### src/rtl/wrd_quant_pkg.sv
`default_nettype none
// ============================================================================
//  Module   : wrd_quant_pkg
//  Purpose  : Shared rounding-mode encodings and saturation-bound helpers.
//  Revision : 1.0 - initial release
// ============================================================================
package wrd_quant_pkg;

    typedef enum logic {
        RND_TRUNC   = 1'b0,
        RND_HALF_UP = 1'b1
    } round_mode_e;

    // Largest representable output; the unsigned variant shares the signed ceiling.
    function automatic logic signed [63:0] sat_upper(input int unsigned o_bw);
        return (64'sd1 <<< (o_bw - 1)) - 64'sd1;
    endfunction

    function automatic logic signed [63:0] sat_lower(input int unsigned o_bw, input bit is_signed);
        return is_signed ? -(64'sd1 <<< (o_bw - 1)) : 64'sd0;
    endfunction

endpackage
`default_nettype wire

### src/rtl/requantizer_lane.sv
`default_nettype none
// ============================================================================
//  Module   : requantizer_lane
//  Purpose  : One element: round+shift register (S1), clamp+saturate register (S2).
//  Revision : 1.0 - initial release
// ============================================================================
module requantizer_lane
    import wrd_quant_pkg::*;
#(
    parameter int I_BW     = 32,
    parameter int O_BW     = 8,
    parameter int SHIFT_BW = $clog2(I_BW),
    parameter int SIGNED   = 1,
    parameter int RELU     = 0,
    parameter int ROUND    = 1
) (
    input  logic                clk,
    input  logic [I_BW-1:0]     elem,
    input  logic [SHIFT_BW-1:0] shift,
    input  logic                s1_load,
    input  logic                s2_load,
    output logic [O_BW-1:0]     quant,
    output logic                sat
);

    localparam int                      XW     = I_BW + 1;
    localparam logic signed [63:0]      C_HI64 = sat_upper(O_BW);
    localparam logic signed [63:0]      C_LO64 = sat_lower(O_BW, SIGNED != 0);
    localparam logic signed [XW-1:0]    C_HI   = C_HI64[XW-1:0];
    localparam logic signed [XW-1:0]    C_LO   = C_LO64[XW-1:0];
    localparam bit                      C_RND  = (ROUND == int'(RND_HALF_UP));

    logic signed [XW-1:0] w_ext;
    logic signed [XW-1:0] w_rnd;
    logic signed [XW-1:0] w_sum;
    logic signed [XW-1:0] w_shr;
    logic signed [XW-1:0] r_s1;
    logic [O_BW-1:0]      w_clamp;
    logic                 w_sat;
    logic [O_BW-1:0]      r_q;
    logic                 r_sat;

    // One guard bit above I_BW absorbs the rounding increment without overflow.
    always_comb begin
        w_ext = (SIGNED != 0) ? {elem[I_BW-1], elem} : {1'b0, elem};
        w_rnd = '0;
        if (C_RND && (shift != '0)) begin
            w_rnd = {{I_BW{1'b0}}, 1'b1} << (shift - 1'b1);
        end
        w_sum = w_ext + w_rnd;
        w_shr = (SIGNED != 0) ? (w_sum >>> shift) : (w_sum >> shift);
    end

    always_ff @(posedge clk) begin
        if (s1_load) begin
            r_s1 <= w_shr;
        end
    end

    always_comb begin
        w_clamp = r_s1[O_BW-1:0];
        w_sat   = 1'b0;
        if (SIGNED != 0) begin
            if (r_s1 > C_HI) begin
                w_clamp = C_HI[O_BW-1:0];
                w_sat   = 1'b1;
            end else if ((RELU != 0) && r_s1[XW-1]) begin
                w_clamp = '0;
            end else if (r_s1 < C_LO) begin
                w_clamp = C_LO[O_BW-1:0];
                w_sat   = 1'b1;
            end
        end else begin
            if ($unsigned(r_s1) > $unsigned(C_HI)) begin
                w_clamp = C_HI[O_BW-1:0];
                w_sat   = 1'b1;
            end
        end
    end

    always_ff @(posedge clk) begin
        if (s2_load) begin
            r_q   <= w_clamp;
            r_sat <= w_sat;
        end
    end

    assign quant = r_q;
    assign sat   = r_sat;

endmodule
`default_nettype wire

### src/rtl/requantizer.sv
`default_nettype none
// ============================================================================
//  Module   : requantizer
//  Purpose  : NCH-wide 2-stage elastic requantizer with per-frame saturation count.
//  Revision : 1.0 - initial release
// ============================================================================
module requantizer
    import wrd_quant_pkg::*;
#(
    parameter int I_BW     = 32,
    parameter int O_BW     = 8,
    parameter int NCH      = 4,
    parameter int SHIFT_BW = $clog2(I_BW),
    parameter int SIGNED   = 1,
    parameter int RELU     = 0,
    parameter int ROUND    = 1,
    parameter int CNT_BW   = 16
) (
    input  logic                    clk_i,
    input  logic                    rst_n_i,
    input  logic [NCH*SHIFT_BW-1:0] shift_i,
    input  logic [NCH*I_BW-1:0]     data_i,
    input  logic                    valid_i,
    input  logic                    last_i,
    output logic                    ready_o,
    output logic [NCH*O_BW-1:0]     data_o,
    output logic                    valid_o,
    output logic                    last_o,
    input  logic                    ready_i,
    output logic [CNT_BW-1:0]       sat_cnt_o,
    output logic                    sat_cnt_valid_o
);

    localparam int BEAT_CNT_BW = $clog2(NCH + 1);

    logic r_s1_valid;
    logic r_s1_last;
    logic r_s2_valid;
    logic r_s2_last;
    logic w_out_hs;
    logic w_s2_ready;
    logic w_s1_adv;
    logic w_s1_load;

    assign w_out_hs   = r_s2_valid && ready_i;
    assign w_s2_ready = !r_s2_valid || ready_i;
    assign w_s1_adv   = r_s1_valid && w_s2_ready;
    assign ready_o    = !r_s1_valid || w_s1_adv;
    assign w_s1_load  = valid_i && ready_o;

    always_ff @(posedge clk_i or negedge rst_n_i) begin
        if (!rst_n_i) begin
            r_s1_valid <= 1'b0;
            r_s1_last  <= 1'b0;
            r_s2_valid <= 1'b0;
            r_s2_last  <= 1'b0;
        end else begin
            if (ready_o) begin
                r_s1_valid <= valid_i;
            end
            if (w_s1_load) begin
                r_s1_last <= last_i;
            end
            if (w_s2_ready) begin
                r_s2_valid <= r_s1_valid;
            end
            if (w_s1_adv) begin
                r_s2_last <= r_s1_last;
            end
        end
    end

    logic [NCH-1:0] w_lane_sat;

    generate
        for (genvar c = 0; c < NCH; c++) begin : g_lane
            requantizer_lane #(
                .I_BW     (I_BW),
                .O_BW     (O_BW),
                .SHIFT_BW (SHIFT_BW),
                .SIGNED   (SIGNED),
                .RELU     (RELU),
                .ROUND    (ROUND)
            ) u_lane (
                .clk     (clk_i),
                .elem    (data_i[c*I_BW +: I_BW]),
                .shift   (shift_i[c*SHIFT_BW +: SHIFT_BW]),
                .s1_load (w_s1_load),
                .s2_load (w_s1_adv),
                .quant   (data_o[c*O_BW +: O_BW]),
                .sat     (w_lane_sat[c])
            );
        end
    endgenerate

    logic [BEAT_CNT_BW-1:0] w_beat_sat;
    logic [CNT_BW:0]        w_acc_sum;
    logic [CNT_BW-1:0]      w_acc_next;
    logic [CNT_BW-1:0]      r_acc;
    logic [CNT_BW-1:0]      r_sat_cnt;
    logic                   r_sat_cnt_valid;

    always_comb begin
        w_beat_sat = '0;
        for (int c = 0; c < NCH; c++) begin
            w_beat_sat = w_beat_sat + BEAT_CNT_BW'(w_lane_sat[c]);
        end
    end

    // The extra carry bit detects wrap so the accumulator pins at all-ones.
    assign w_acc_sum  = {1'b0, r_acc} + (CNT_BW+1)'(w_beat_sat);
    assign w_acc_next = w_acc_sum[CNT_BW] ? '1 : w_acc_sum[CNT_BW-1:0];

    always_ff @(posedge clk_i or negedge rst_n_i) begin
        if (!rst_n_i) begin
            r_acc           <= '0;
            r_sat_cnt       <= '0;
            r_sat_cnt_valid <= 1'b0;
        end else begin
            r_sat_cnt_valid <= 1'b0;
            if (w_out_hs) begin
                if (r_s2_last) begin
                    r_sat_cnt       <= w_acc_next;
                    r_sat_cnt_valid <= 1'b1;
                    r_acc           <= '0;
                end else begin
                    r_acc <= w_acc_next;
                end
            end
        end
    end

    assign valid_o         = r_s2_valid;
    assign last_o          = r_s2_last;
    assign sat_cnt_o       = r_sat_cnt;
    assign sat_cnt_valid_o = r_sat_cnt_valid;

endmodule
`default_nettype wire

### config.mk
export PLATFORM = sky130hd
export DESIGN_NAME = requantizer
export DESIGN_NICKNAME = d
export VERILOG_FILES = /design/src/rtl/wrd_quant_pkg.sv /design/src/rtl/requantizer_lane.sv /design/src/rtl/requantizer.sv
export SDC_FILE = /design/constraint.sdc
export NUM_CORES = 1
export LEC_CHECK = 0
export BUFFER_PORTS_ARGS = -buffer_cell sky130_fd_sc_hd__buf_4
export CAP_MARGIN = 15
export CORE_MARGIN = 3
export CORE_UTILIZATION = 45
export DETAILED_ROUTE_END_ITERATION = 10
export PLACE_DENSITY = 0.75
export SYNTH_ARGS = -nofsm -noshare
export SYNTH_HDL_FRONTEND = slang
export SYNTH_SLANG_ARGS = --single-unit
### constraint.sdc
create_clock -name clk_i -period 7.4 [get_ports clk_i]
set_clock_uncertainty 0.1 [all_clocks]
set_input_delay 2.22 -clock clk_i [delete_from_list [all_inputs] [get_ports clk_i]]
set_output_delay 2.22 -clock clk_i [all_outputs]
set_load 0.02 [all_outputs]
; ---- Word level (Yosys, flattened, before mapping)
; Cells that the tools add are included.
[word_totals]
input_bits = 153
regBits = 205
word_cells = 75
output_inout_bits = 52
[classes]
reduce_logical = 12
n_mux = 16
magnitude_cmp = 8
shift = 8
n_addsub = 12
[ops]
columns = op, n
row1 = $add A32 B33 Y33, 4
row2 = $gt A33 B8 Y1 const B, 4
row3 = $lt A33 B8 Y1 const B, 4
row4 = $mux W33, 4
row5 = $shl A1 B5 Y33 const A, 4
row6 = $sshr A33 B5 Y33, 4
row7 = $mux W16, 2
row8 = $mux W8, 4
row9 = $reduce_bool A5 Y1, 4
row10 = $sub A5 B1 Y5 const B, 4
row11 = $add A16 B3 Y17, 1
row12 = $mux W1, 6
row13 = $add A2 B1 Y3, 1
row14 = $add A3 B1 Y3, 1
row15 = $logic_and A1 B1 Y1, 3
row16 = $add A1 B1 Y2, 1
row17 = $logic_not A1 Y1, 2
row18 = $logic_or A1 B1 Y1, 2
row19 = $reduce_and A2 Y1, 1

; ---- Depth between registers and ports, before layout
[depth]
word_depth = 6
ltp_mapped = 21
depth_no_buf = 16

; ---- Modules after synthesis
; A second synthesis with hierarchy kept.
[unflattened]
cells_unflattened = 3320
hier_area_um2 = 26187.6
[modules_own_cells]
columns = module, n_inst, seq_area_each_um2, cells_per_inst, area_each_um2
row1 = requantizer_lane at g_lane[1].u_lane ..., 3, 1261.2, 757, 5910.7
row2 = requantizer_lane at g_lane[0].u_lane, 1, 1261.2, 851, 6535.0
row3 = requantizer, 1, 925.9, 198, 1920.6

; ---- Least setup slack after synthesis
; No wires, ideal clock.
[synth_timing]
path_kind = input-to-reg
start = input shift_i[5]
end = register g_lane[1].u_lane.r_s1[2], data pin
path_buffers = 3
required_ns = 7.028
path_slack_ns = 0.742
t_arrival_ns = 6.286
stages = 16
cell_sequence = clkbuf_1 -> inv_1 -> clkbuf_1 -> nand2_1 -> clkbuf_1 -> nor2_1 -> ha_1 -> a211oi_1 -> nor2_1 -> a2111oi_1 -> o31ai_1 -> xor2_1 -> mux2_2 -> mux2_2 -> mux2_2 -> mux4_2
[synth_via]
elab_chain_cells = 5
[synth_rtl]
columns = item, line_no
row1 = from (decl), requantizer.sv:21  ; input logic [NCH*SHIFT_BW-1:0] shift_i,
row2 = $sub A5 B1 Y5, requantizer_lane.sv:48  ; w_rnd = {{I_BW{1'b0}}, 1'b1} << (shift - 1'b1);
row3 = $shl A1 B5 Y33, requantizer_lane.sv:48
row4 = $mux W33, requantizer_lane.sv:47  ; if (C_RND && (shift != '0)) begin
row5 = $add A32 B33 Y33, requantizer_lane.sv:50  ; w_sum = w_ext + w_rnd;
row6 = $sshr A33 B5 Y33 *, requantizer_lane.sv:51  ; w_shr = (SIGNED != 0) ? (w_sum >>> shift) : (w_sum >> shift);
row7 = net g_lane[1].u_lane.w_shr[2], requantizer_lane.sv:36  ; logic signed [XW-1:0] w_shr;
row8 = to (signal assigned), requantizer_lane.sv:56  ; r_s1 <= w_shr;
row9 = to (decl), requantizer_lane.sv:37  ; logic signed [XW-1:0] r_s1;
; Mark *: on every way through the listed nets, which the timed path passes. The rest lies on a longest branch.
; A chain may end at the register's enable or synchronous reset.

; ---- Worst setup path in the final report
[layout_timing]
start = input shift_i[12]
end = register g_lane[2].u_lane.r_s1[2], data pin
[layout_via]
elab_chain_cells = 5
[layout_rtl]
columns = item, line_no
row1 = $sub A5 B1 Y5, requantizer_lane.sv:48
row2 = $shl A1 B5 Y33, requantizer_lane.sv:48
row3 = $mux W33, requantizer_lane.sv:47
row4 = $add A32 B33 Y33, requantizer_lane.sv:50
row5 = $sshr A33 B5 Y33 *, requantizer_lane.sv:51
row6 = net g_lane[2].u_lane.w_shr[2], requantizer_lane.sv:36
row7 = to (signal assigned), requantizer_lane.sv:56
row8 = to (decl), requantizer_lane.sv:37
; Marks and branches as above.

==> flow_metrics.tcl <==
set metrics [dict create \
    status "finished clean" \
    switching_share_pct 35.3 \
    place.gp.congestion 1.04 \
    p_leak_nw 11.7 \
    setup-violations-final 0 \
    pwr-share-clk_pct 29.1 \
    cts_buffer_depth 3 \
    grt_pass1_wl_microns 134000 \
    ir_worst_vdd_mv 0.153 \
    crit_family "compound AO/OA/AOI/OAI gates" \
    preCtsSetupSlack_ps 422 \
    synth_cell_type_count 94 \
    synth_warnings 0 \
    core_area_sq_um 55500 \
    cts_buffers 23 \
    p_int_w 0.00292 \
    drtAntennaViolNets 0 \
    worstSkewPairLatency_ps 520 \
    worst_pin_slew_ps 1100 \
    pin_count 205 \
    cellPowerDensity_nw_per_um2 156 \
    clkTransAtPathRegs_ps 60 \
    fin_crit_sh_pct 89.2 \
    async_flop_share_pct 18.0 \
    synth_most_common_cell "nor2_1" \
    postCtsSetupBuffers 0 \
    die_height_microns 244 \
    syn-instance-count 3252 \
    rsz0062_at_grt "false" \
    dr.pass1.iters 6 \
    synth_common_cells "396 x nor2_1, 345 x nand2_1, 252 x a21oi_1" \
    vias 27200 \
    hold-worst-slack_ps 389 \
    path_cells "buf_4 > buf_4 > nor2_1 > nand2_1 > nor2_1 > ha_1 > a21o_1 > a221oi_2 > o21ai_1 > buf_4 > a2111o_1 > a31oi_1 > xor2_1 > mux2_2 > nand2_1 > a221oi_1 > o22ai_1" \
    relSlewSlack_pct 25.6 \
    drv_slew 0 \
    portBuffers 204 \
    p_switching_w 0.00159 \
    synth-seq-cells 205 \
    syn2layout_area_growth_pct 13.3 \
    cts_tree "yes" \
    max_stage_delay_ps 460 \
    wl_per_cell_microns 20.6 \
    dieWidth_microns 244 \
    drive_above_1_share_pct 14.6 \
    setup_tns_ps 0 \
    yosys-top-cells-area "edfxtp_1 20%, ha_1 6.3%, nor2_1 5.8%" \
    drt-total-wl_microns 85400 \
    synth_top_area_cell "edfxtp_1" \
    cts_hold_buf 0 \
    die_area_sq_um 59500 \
    critPathBufInv 3 \
    path_max_fanout 14 \
    utilization_pct 51.9 \
    rows 86 \
    ys_seq_area_share_pct 23.5 \
    hp-class "register to register" \
    comb_power_share_pct 37.4 \
    track_usage_pct 27.1 \
    maxCapViolations 0 \
    setup_ws_ps 800 \
    nets 3670 \
    grt_max_degree 53 \
    vias_per_cell 6.56 \
    required_ps 7540 \
    overflow 0 \
    cts_resized 0 \
    path_class "input port to register" \
    cts.sinks 205 \
    ys.flop_type "edfxtp_1" \
    place.detailed.hpwl_microns 66200 \
    avgSynthCellArea_sq_um 7.83 \
    cts_max_level 1 \
    drcViolationCount 0 \
    first_global_vias 24700 \
    cp_slowest_cell "a2111o_1" \
    max_freq_ghz 0.152 \
    start_util_pct 45.8 \
    syn_area_sq_um 25500 \
    crit_path_end_kind "register" \
    hold_viol 0 \
    drt_iter0_drc 3156 \
    num-fill-cells 5415 \
    cpMostUsedCell "buf_4" \
    seq_power_share_pct 33.5 \
    synth_top_area_share_pct 19.8 \
    cp-start-kind "input port" \
    cp.arrival_ps 6740 \
    final.min_clock_period_ps 6600 \
    num_antenna_cells 0 \
    antenna_found_initial 0 \
    synth_enable_flop_cells 168 \
    root_buffer "clkbuf_16" \
]
-- flip-flops by register name (all words and copies together) (netlist names) --
register and flops:
r_acc 16, r_s1_last 1, g_lane.u_lane.sat 4, sat_cnt_valid_o 1, valid_o 1, g_lane.u_lane.quant 32
last_o 1, r_s1_valid 1, sat_cnt_o 16, g_lane.u_lane.r_s1 132
-- path summary, 6_finish.rpt --
path / slack [ps] / endpoint / depth (start not counted) / startpoint
worst min-delay path: 390 / g_lane[1].u_lane.quant[7]$_SDFFCE_PN0P_ / 0 / g_lane[1].u_lane.r_s1[32]$_DFFE_PP_
worst max register to register: 2790 / r_acc[10]$_DFFE_PN0P_ / 12 / g_lane[0].u_lane.sat$_SDFFCE_PN1P_
max in group asynchronous: 5310 / r_acc[2]$_DFFE_PN0P_ / 1 / rst_n_i
min in group asynchronous: 1560 / r_acc[4]$_DFFE_PN0P_ / 1 / rst_n_i
worst min register to register: 390 / g_lane[1].u_lane.quant[7]$_SDFFCE_PN0P_ / 0 / g_lane[1].u_lane.r_s1[32]$_DFFE_PP_
worst max-delay path: 800 / g_lane[2].u_lane.r_s1[2]$_DFFE_PP_ / 17 / shift_i[12]
-- kinds of logic after synthesis --
kind of cell / after synthesis / share of synthesized area (%)
compound gates: 1130 / 30.6
other cells: 1 / 0.0147
xor+xnor: 108 / 3.72
buf+inv: 312 / 4.69
fa+ha+maj: 136 / 6.89
simple gates: 1187 / 21.3
flops: 205 / 23.5
mux: 173 / 9.27
-- layer usage --
layer | up-vias | wire, microns | track usage (%)
met5 | - | 0 | 0
met4 | 0 | 2600 | 6.92
met3 | 221 | 7990 | 3.30
met2 | 1497 | 38100 | 43.1
met1 | 12700 | 36700 | 39.1
li1 | 12800 | - | -
-- through the flow --
step / area [sq um] / cells / power [W]
global route: 28800 / 4146 / 0.00474
floorplan: 25500 / 3255 / 0.00262
CTS: 28800 / 4146 / 0.00450
global placement: 28000 / 4104 / 0.00316
finish: 28800 / 4146 / 0.00451
detailed placement: 28000 / 4104 / 0.00318
-- power groups by stage --
stage	Clock (W)	Combinational, W	Sequential (W)
6_report	0.00131	0.00169	0.00151
5_1_grt	0.00139	0.00182	0.00153
4_1_cts	0.00134	0.00165	0.00152
3_5_place_dp	0	0.00164	0.00154
3_3_place_gp	0	0.00163	0.00153
2_1_floorplan	0	0.00105	0.00157
-- layout make-up --
class / count / area, sq um / share of cell area [%]
Sequential cell: 205 / 5970 / 20.7
Inverter: 95 / 358 / 1.24
Multi-Input combinational cell: 2738 / 18300 / 63.5
Timing Repair Buffer: 318 / 2390 / 8.28
Clock inverter: 18 / 299 / 1.04
Tap cell: 748 / 936 / 3.24
Clock buffer: 24 / 589 / 2.04
-- cells in the final DEF, fill, tap and decap left out, types with 47 or more instances in the layout --
cell,instances
a31oi_1,47
buf_4,318
inv_1,81
a21o_1,57
ha_1,129
xnor2_1,61
nand2_1,345
xor2_1,47
nand3_1,73
mux4_2,47
mux2i_1,95
o21ai_0,210
nand4_1,59
nor3_1,96
nor2_1,396
a211oi_1,76
edfxtp_1,168
a21oi_1,252
No activity file was read; power rests on OpenSTA's default activity.
